===== config.mk =====
export PLATFORM = sky130hd
export DESIGN_NAME = serial_shift_ctrl
export DESIGN_NICKNAME = d
export VERILOG_FILES = /design/src/rtl/serial_shift_ctrl.sv
export SDC_FILE = /design/constraint.sdc
export NUM_CORES = 1
export LEC_CHECK = 0
export CAP_MARGIN = 20
export CORE_MARGIN = 5
export CORE_UTILIZATION = 42
export CTS_CLUSTER_DIAMETER = 60
export CTS_CLUSTER_SIZE = 20
export DETAILED_ROUTE_END_ITERATION = 10
export GPL_ROUTABILITY_DRIVEN = 0
export GPL_TIMING_DRIVEN = 0
export PLACE_DENSITY = 0.8
export SLEW_MARGIN = 15
export SYNTH_ARGS = -nofsm -noshare
export SYNTH_HDL_FRONTEND = slang
export SYNTH_SLANG_ARGS = --single-unit

===== constraint.sdc =====
create_clock -name clk -period 1.5 [get_ports clk]
set_clock_uncertainty 0.15 [all_clocks]
set_input_delay 0.3 -clock clk [delete_from_list [all_inputs] [get_ports clk]]
set_output_delay 0.3 -clock clk [all_outputs]
set_load 0.01 [all_outputs]

===== src/rtl/serial_shift_ctrl.sv =====
// Parallel-to-serial frame controller: LSB-first data bits paced by tick, then a done pulse.
// Optional even-parity bit after the data is enabled by defining PARITY_EN.
module serial_shift_ctrl #(
  parameter int N = 8
) (
  input  logic         clk,
  input  logic         reset,
  input  logic         in_valid,
  input  logic [N-1:0] in_data,
  output logic         in_ready,
  input  logic         tick,
  output logic         so,
  output logic         so_active,
  output logic         done
);

  localparam int CW = $clog2(N);
  localparam logic [CW-1:0] LAST_BIT = CW'(N - 1);

  typedef enum logic [1:0] {
    IDLE,
    SHIFT,
`ifdef PARITY_EN
    PARITY,
`endif
    DONE
  } state_t;

  state_t        state, next_state;
  logic [N-1:0]  shreg;
  logic [CW-1:0] bit_cnt;
  logic          load, shift;
  logic          done_q, active_q;
`ifdef PARITY_EN
  logic          parity_q;
`endif

  // NOTE: every signal driven here gets a default first, so no path can infer a latch.
  always_comb begin
    next_state = state;
    load       = 1'b0;
    shift      = 1'b0;
    unique case (state)
      IDLE: begin
        if (in_valid) begin
          load       = 1'b1;
          next_state = SHIFT;
        end
      end
      SHIFT: begin
        if (tick) begin
          shift = 1'b1;
          if (bit_cnt == LAST_BIT) begin
`ifdef PARITY_EN
            next_state = PARITY;
`else
            next_state = DONE;
`endif
          end
        end
      end
`ifdef PARITY_EN
      PARITY: begin
        if (tick) next_state = DONE;
      end
`endif
      DONE:    next_state = IDLE;
      default: next_state = IDLE;
    endcase
  end

  // NOTE: state elements use non-blocking assignments so all flops update from pre-edge values.
  always_ff @(posedge clk or posedge reset) begin
    if (reset) begin
      state    <= IDLE;
      shreg    <= '0;
      bit_cnt  <= '0;
      done_q   <= 1'b0;
      active_q <= 1'b0;
    end else begin
      state <= next_state;
      if (load) begin
        shreg   <= in_data;
        bit_cnt <= '0;
      end else if (shift) begin
        shreg   <= {1'b0, shreg[N-1:1]};
        bit_cnt <= bit_cnt + CW'(1);
      end
      // Flag outputs are flopped from the next-state decode so they track state without glitches.
      done_q   <= (next_state == DONE);
`ifdef PARITY_EN
      active_q <= (next_state == SHIFT) || (next_state == PARITY);
`else
      active_q <= (next_state == SHIFT);
`endif
    end
  end

`ifdef PARITY_EN
  always_ff @(posedge clk or posedge reset) begin
    if (reset)     parity_q <= 1'b0;
    else if (load) parity_q <= ^in_data;
  end
`endif

  always_comb begin
    so = 1'b1;
    unique case (state)
      SHIFT:   so = shreg[0];
`ifdef PARITY_EN
      PARITY:  so = parity_q;
`endif
      default: so = 1'b1;
    endcase
  end

  assign in_ready  = (state == IDLE);
  assign so_active = active_q;
  assign done      = done_q;

endmodule


Yosys cells after proc, flatten, opt, wreduce, memory -nomap -nowiden

Index checks and enable logic that the tools add are counted.

$add $sub $neg: 1
Equal/unequal tests: 4
Mux-type cells: 13
Reduce and logical (&&, ||, !) cells: 2

Operators by type and width:

| cell                  | number |
|---|---|
| $mux W8               | 2 |
| $mux W2               | 3 |
| $mux W3               | 2 |
| $mux W1               | 5 |
| $eq A2 B1 Y1 const B  | 2 |
| $pmux W2 S2           | 1 |
| $add A3 B1 Y3 const B | 1 |
| $eq A3 B3 Y1 const B  | 1 |
| $eq A2 B2 Y1 const B  | 1 |
| $logic_not A2 Y1      | 1 |
| $reduce_bool A2 Y1    | 1 |

Register bits: 15
Bits of input ports: 12
Output and inout bits: 4
Logic and storage cells: 25

Longest topological paths before layout

Gate-level depths: netlist of the first run.

Depth in word-level cells: 5
Mapped depth: 5

Worst setup path after synthesis of the first run

No wires, ideal clock.

Path type: flip-flop to flip-flop
Start point: register state[1]
End point: register shreg[6]
Data arrival time: 1,232 ps
Setup slack: -7 ps
Stages on the path, launching flop included: 4
Buffers on the path: 0
Clock period less this slack: 1,507 ps
Path through: dfrtp_1 > and3b_1 > mux2_4 > mux2_2

Word-level cells in the longest chain between the ends: 3
Elaborated cells on any way between the ends: 6
Classes of those cells: eq/ne (1); mux (3); reduce/logical (2)

RTL lines:

| item                                                           | line | RTL |
|---|---|---|
| from (decl)                                                    | 29   | `state_t state, next_state;` |
| from (signal assigned)                                         | 81   | `state <= next_state;` |
| $eq A2 B1 Y1 or $logic_not A2 Y1 (tied branches)               | 43   | `unique case (state)` |
| $mux W1                                                        | 43   |  |
| $reduce_bool A2 Y1 (no source line) or $mux W8 (tied branches) | --   |  |
| to (signal assigned)                                           | 83   | `shreg <= in_data;` |
| to (signal assigned)                                           | 86   | `shreg <= {1'b0, shreg[N-1:1]};` |
| to (decl)                                                      | 30   | `logic [N-1:0] shreg;` |

Parallel ways exist; a longest one is shown, timed or not.
A chain may end at the register's enable or synchronous reset.

Worst setup path after layout of the first run

Ends and elaborated chain as after synthesis.

==> results of run 1 <==
==> critical path, cell delays in order (launching register included) <==
cell                      delay [ps]
sky130_fd_sc_hd__dfrtp_2         440
sky130_fd_sc_hd__buf_4           150
sky130_fd_sc_hd__and3b_2         270
sky130_fd_sc_hd__mux2_4          300
sky130_fd_sc_hd__mux2_2          260
==> through the flow <==
step,worst slack [ps],power (mW),util (%),hold WS (ps),cell area [um^2]
after global routing,-196,1.69,61.7,243,930
after detailed placement,-439,1.26,55.9,314,842
final,-179,1.55,61.7,212,930
after CTS,-170,1.57,61.2,222,922
after floorplan,1.77,1.06,-,51.4,672
after global placement,-419,1.23,55.9,307,842
==> worst paths after layout <==
path / from / to / slack [ps] / depth (start not counted)
min in group clk: in_valid / state[0] / 250 / 3
max reg2reg: state[1] / shreg[6] / -180 / 4
min reg2reg: shreg[4] / shreg[4] / 330 / 1
max: state[1] / shreg[6] / -180 / 4
min: reset / shreg[2] / 210 / 2
max in group asynchronous: reset / state[1] / 590 / 2
==> metal layers <==
| layer | global-route usage (%) | wire, um | vias up | part of all wire, % |
|---|---|---|---|---|
| met3 | 6.02 | 88 | 0 | 6.7 |
| met2 | 17.4 | 602 | 14 | 46 |
| met1 | 15.9 | 632 | 236 | 48 |
| met5 | 0 | 0 | - | 0 |
| met4 | 3.93 | 0 | 0 | 0 |
| li1 | - | - | 242 | - |
==> layout make-up <==
cell class              count  area, um^2  area share [%]
flip-flops and latches     15         377            40.5
multi-input cells          31         289            31.1
repair buffers             22         203            21.8
clock buffers               4        26.3            2.83
well taps                  16        20.0            2.15
plain buffers               1        11.3            1.21
inverters                   1        3.75           0.404
==> registers in the layout, indices dropped and copies added, names as in the netlist <==
signal and cells:
shreg 8, state 2, done 1, so_active 1, bit_cnt 3
==> kinds of logic after synthesis <==
group           after synthesis
compound gates               17
flops                        15
simple gates                  8
buf+inv                       3
mux                           3
fa+ha+maj                     2
==> cells in the final DEF (no fill, tap or decap), types with 2 or more instances in the layout <==
cell                              count
sky130_fd_sc_hd__dfrtp_1             14
sky130_fd_sc_hd__clkdlybuf4s50_1     10
sky130_fd_sc_hd__a22o_1               9
sky130_fd_sc_hd__a21o_1               6
sky130_fd_sc_hd__buf_4                6
sky130_fd_sc_hd__buf_6                3
sky130_fd_sc_hd__clkbuf_4             3
sky130_fd_sc_hd__mux2_2               2
sky130_fd_sc_hd__nor2_1               2
sky130_fd_sc_hd__and4b_1              2
sky130_fd_sc_hd__a311oi_1             2
sky130_fd_sc_hd__ha_1                 2
sky130_fd_sc_hd__dlygate4sd2_1        2
==> power by group <==
part / switching [mW] / internal (mW)
combinational: 0.271 / 0.412
clock: 0.119 / 0.103
sequential: 0.0853 / 0.564
total: 0.475 / 1.08
==> timing repair <==
action | 4_1_cts | 5_1_grt
hold buffers | 0 | 0
endpoints found under the hold margin | 0 | 0
gates resized for setup | 14 | 4
setup buffers | 6 | 1
pin swaps | 1 | 2
setup endpoints to repair | 15 | 13
gates cloned | 1 | 0
==> run summary, run 1 <==
The number of maximum-capacitance constraint violations came out at 0. The endpoint arrival time on the critical path is 1690 ps. The peak fanout along the critical path came out at 5.

Counting every net in the synthesized netlist gives 62. The global-route total usage across every layer is 12.2%. The total standard cell area after synthesis is 671 um^2.

The per-cell via count in the routed design is 5.47. Summed over all cells, the static leakage comes to 0.489 nW. The final critical path time including I/O delays and setup came out at 1680 ps. The non-filler instance count after layout came out at 90. Setup repair after global routing could not meet its margin everywhere. The clock latency of the later-clocked register in the worst-skew pair came out at 280 ps. The worst setup path is captured at a register. After detailed placement, the design holds a cell count of 79. The min-delay analysis places its worst path in the category in -> async. The final critical path takes up 112% of the cycle. The final max-slew violation count is 0. The maximum clock frequency came out at 0.595 GHz.

The portion of synthesized cell area occupied by the leading cell type came out at 56.0%. The number of cells produced by synthesis came out at 48. The adder and majority gate portion of the synthesized area came out at 3.73%. Summed over all instances, the cell type with the most area after synthesis is sky130_fd_sc_hd__dfrtp_1.

Of the total synthesized cell area, the portion taken by AND, OR, NAND and NOR gates is 11.2%. At the pin with the least slew margin, the transition time is 559 ps. The run finished, with violations left. The clock transition at the registers of the reported paths is 90 ps. The sum of overflow across all layers after global routing came out at 0.

The sink count of the clock tree is 15. The checks that failed: setup timing. The worst relative slew slack came out at 62.7%. After synthesis, the most frequently instantiated cells are 15 x sky130_fd_sc_hd__dfrtp_1, 9 x sky130_fd_sc_hd__a22o_1, 6 x sky130_fd_sc_hd__a21o_1.

The height of the die came out at 50.0 um. Setup violations remaining at the end of the flow were counted as 12. Yosys attributes the largest share of cell area to sky130_fd_sc_hd__dfrtp_1 56%, sky130_fd_sc_hd__a22o_1 12%, sky130_fd_sc_hd__a21o_1 6.7%. The peak supply drop is 961 uV.

The proportion of synthesized flip-flops having asynchronous set or reset came out at 100%. The total number of H-tree levels is 1. The sum of negative setup slack is -624 ps. The count of input and output buffers came out at 15. The smallest setup slack after layout came out at -179 ps. The first-pass iteration count of the detailed router is 3. The via count of the first global-routing pass came out at 515. Sequential cells were found to cover 56.0% of the synthesized design area. The die is 50.0 um wide.

For this block, the routed nets add up to 1320 um of wire. In this run the clock root is driven by a sky130_fd_sc_hd__clkbuf_4. The average wire length per cell after detail routing is 14.7 um. The XOR/XNOR share of the synthesized area is 0%. STA classifies the critical path startpoint as a register. The via total after detailed routing came out at 492. The count of warnings emitted by yosys came out at 0. The starting density of the core came out at 44.5%.

Among all flip-flop cells after synthesis, the most frequent one is sky130_fd_sc_hd__dfrtp_1. In this run the count of I/O pins placed on the die edge is 16. For this run, the post-layout net count is 89.

The largest buffer count on any clock path is 2. The floorplan has 14 rows. Among all cell types in the netlist, the one instantiated most often is sky130_fd_sc_hd__dfrtp_1. The netlist uses 16 different library cells.

The final hold violation count is 0. The number of synthesized flops with an enable pin came out at 0. The required time of the critical path is 1510 ps. The count of inserted antenna diode cells came out at 0. The number of DRC violations after detailed routing came out at 0. The starting DRC count in detailed routing came out at 7.

The start-to-end type of the worst setup path is reg -> reg. By area, the combinational part of the netlist is dominated by compound AO/OA/AOI/OAI gates. After synthesis, the share of cell area in mux cells is 5.60%. Summing the areas of all compound-gate instances in the mapped netlist gives 21.1% of the synthesized area. Fill cells in the final layout number 121. The first-pass GRT wire length came out at 2300 um. The area inside the core boundary came out at 0.00151 mm^2. The register bit total from synthesis is 15. From synthesis to final layout, the design area changed by 38.6%. The power density over cell area came out at 1670 mW/mm^2. The number of nets with antenna violations after detailed routing is 0. Clock tree synthesis inserted a total of 3 buffers. The fraction of final layout cells with drive strength greater than 1 is 29.7%. The post-synthesis area per instance is 14.0 um^2.

The total die area is 0.00250 mm^2. TritonCTS built the clock tree. Entering global routing, the biggest net connects 16 pins. The initial antenna violation count is 0.
(Power assumes the default switching activity.)
==> inputs of run 2 (changes only) <==
CAP_MARGIN = 15   (was 20)
CTS_CLUSTER_DIAMETER = 80   (was 60)
==> results of run 2 <==
Same layout as run 1: the final DEF is identical, and so are final timing and power.
==> inputs of run 3 (changes only) <==
CTS_CLUSTER_SIZE = unset   (was 20)
==> results of run 3 <==
Same layout as run 1: the final DEF is identical, and so are final timing and power.
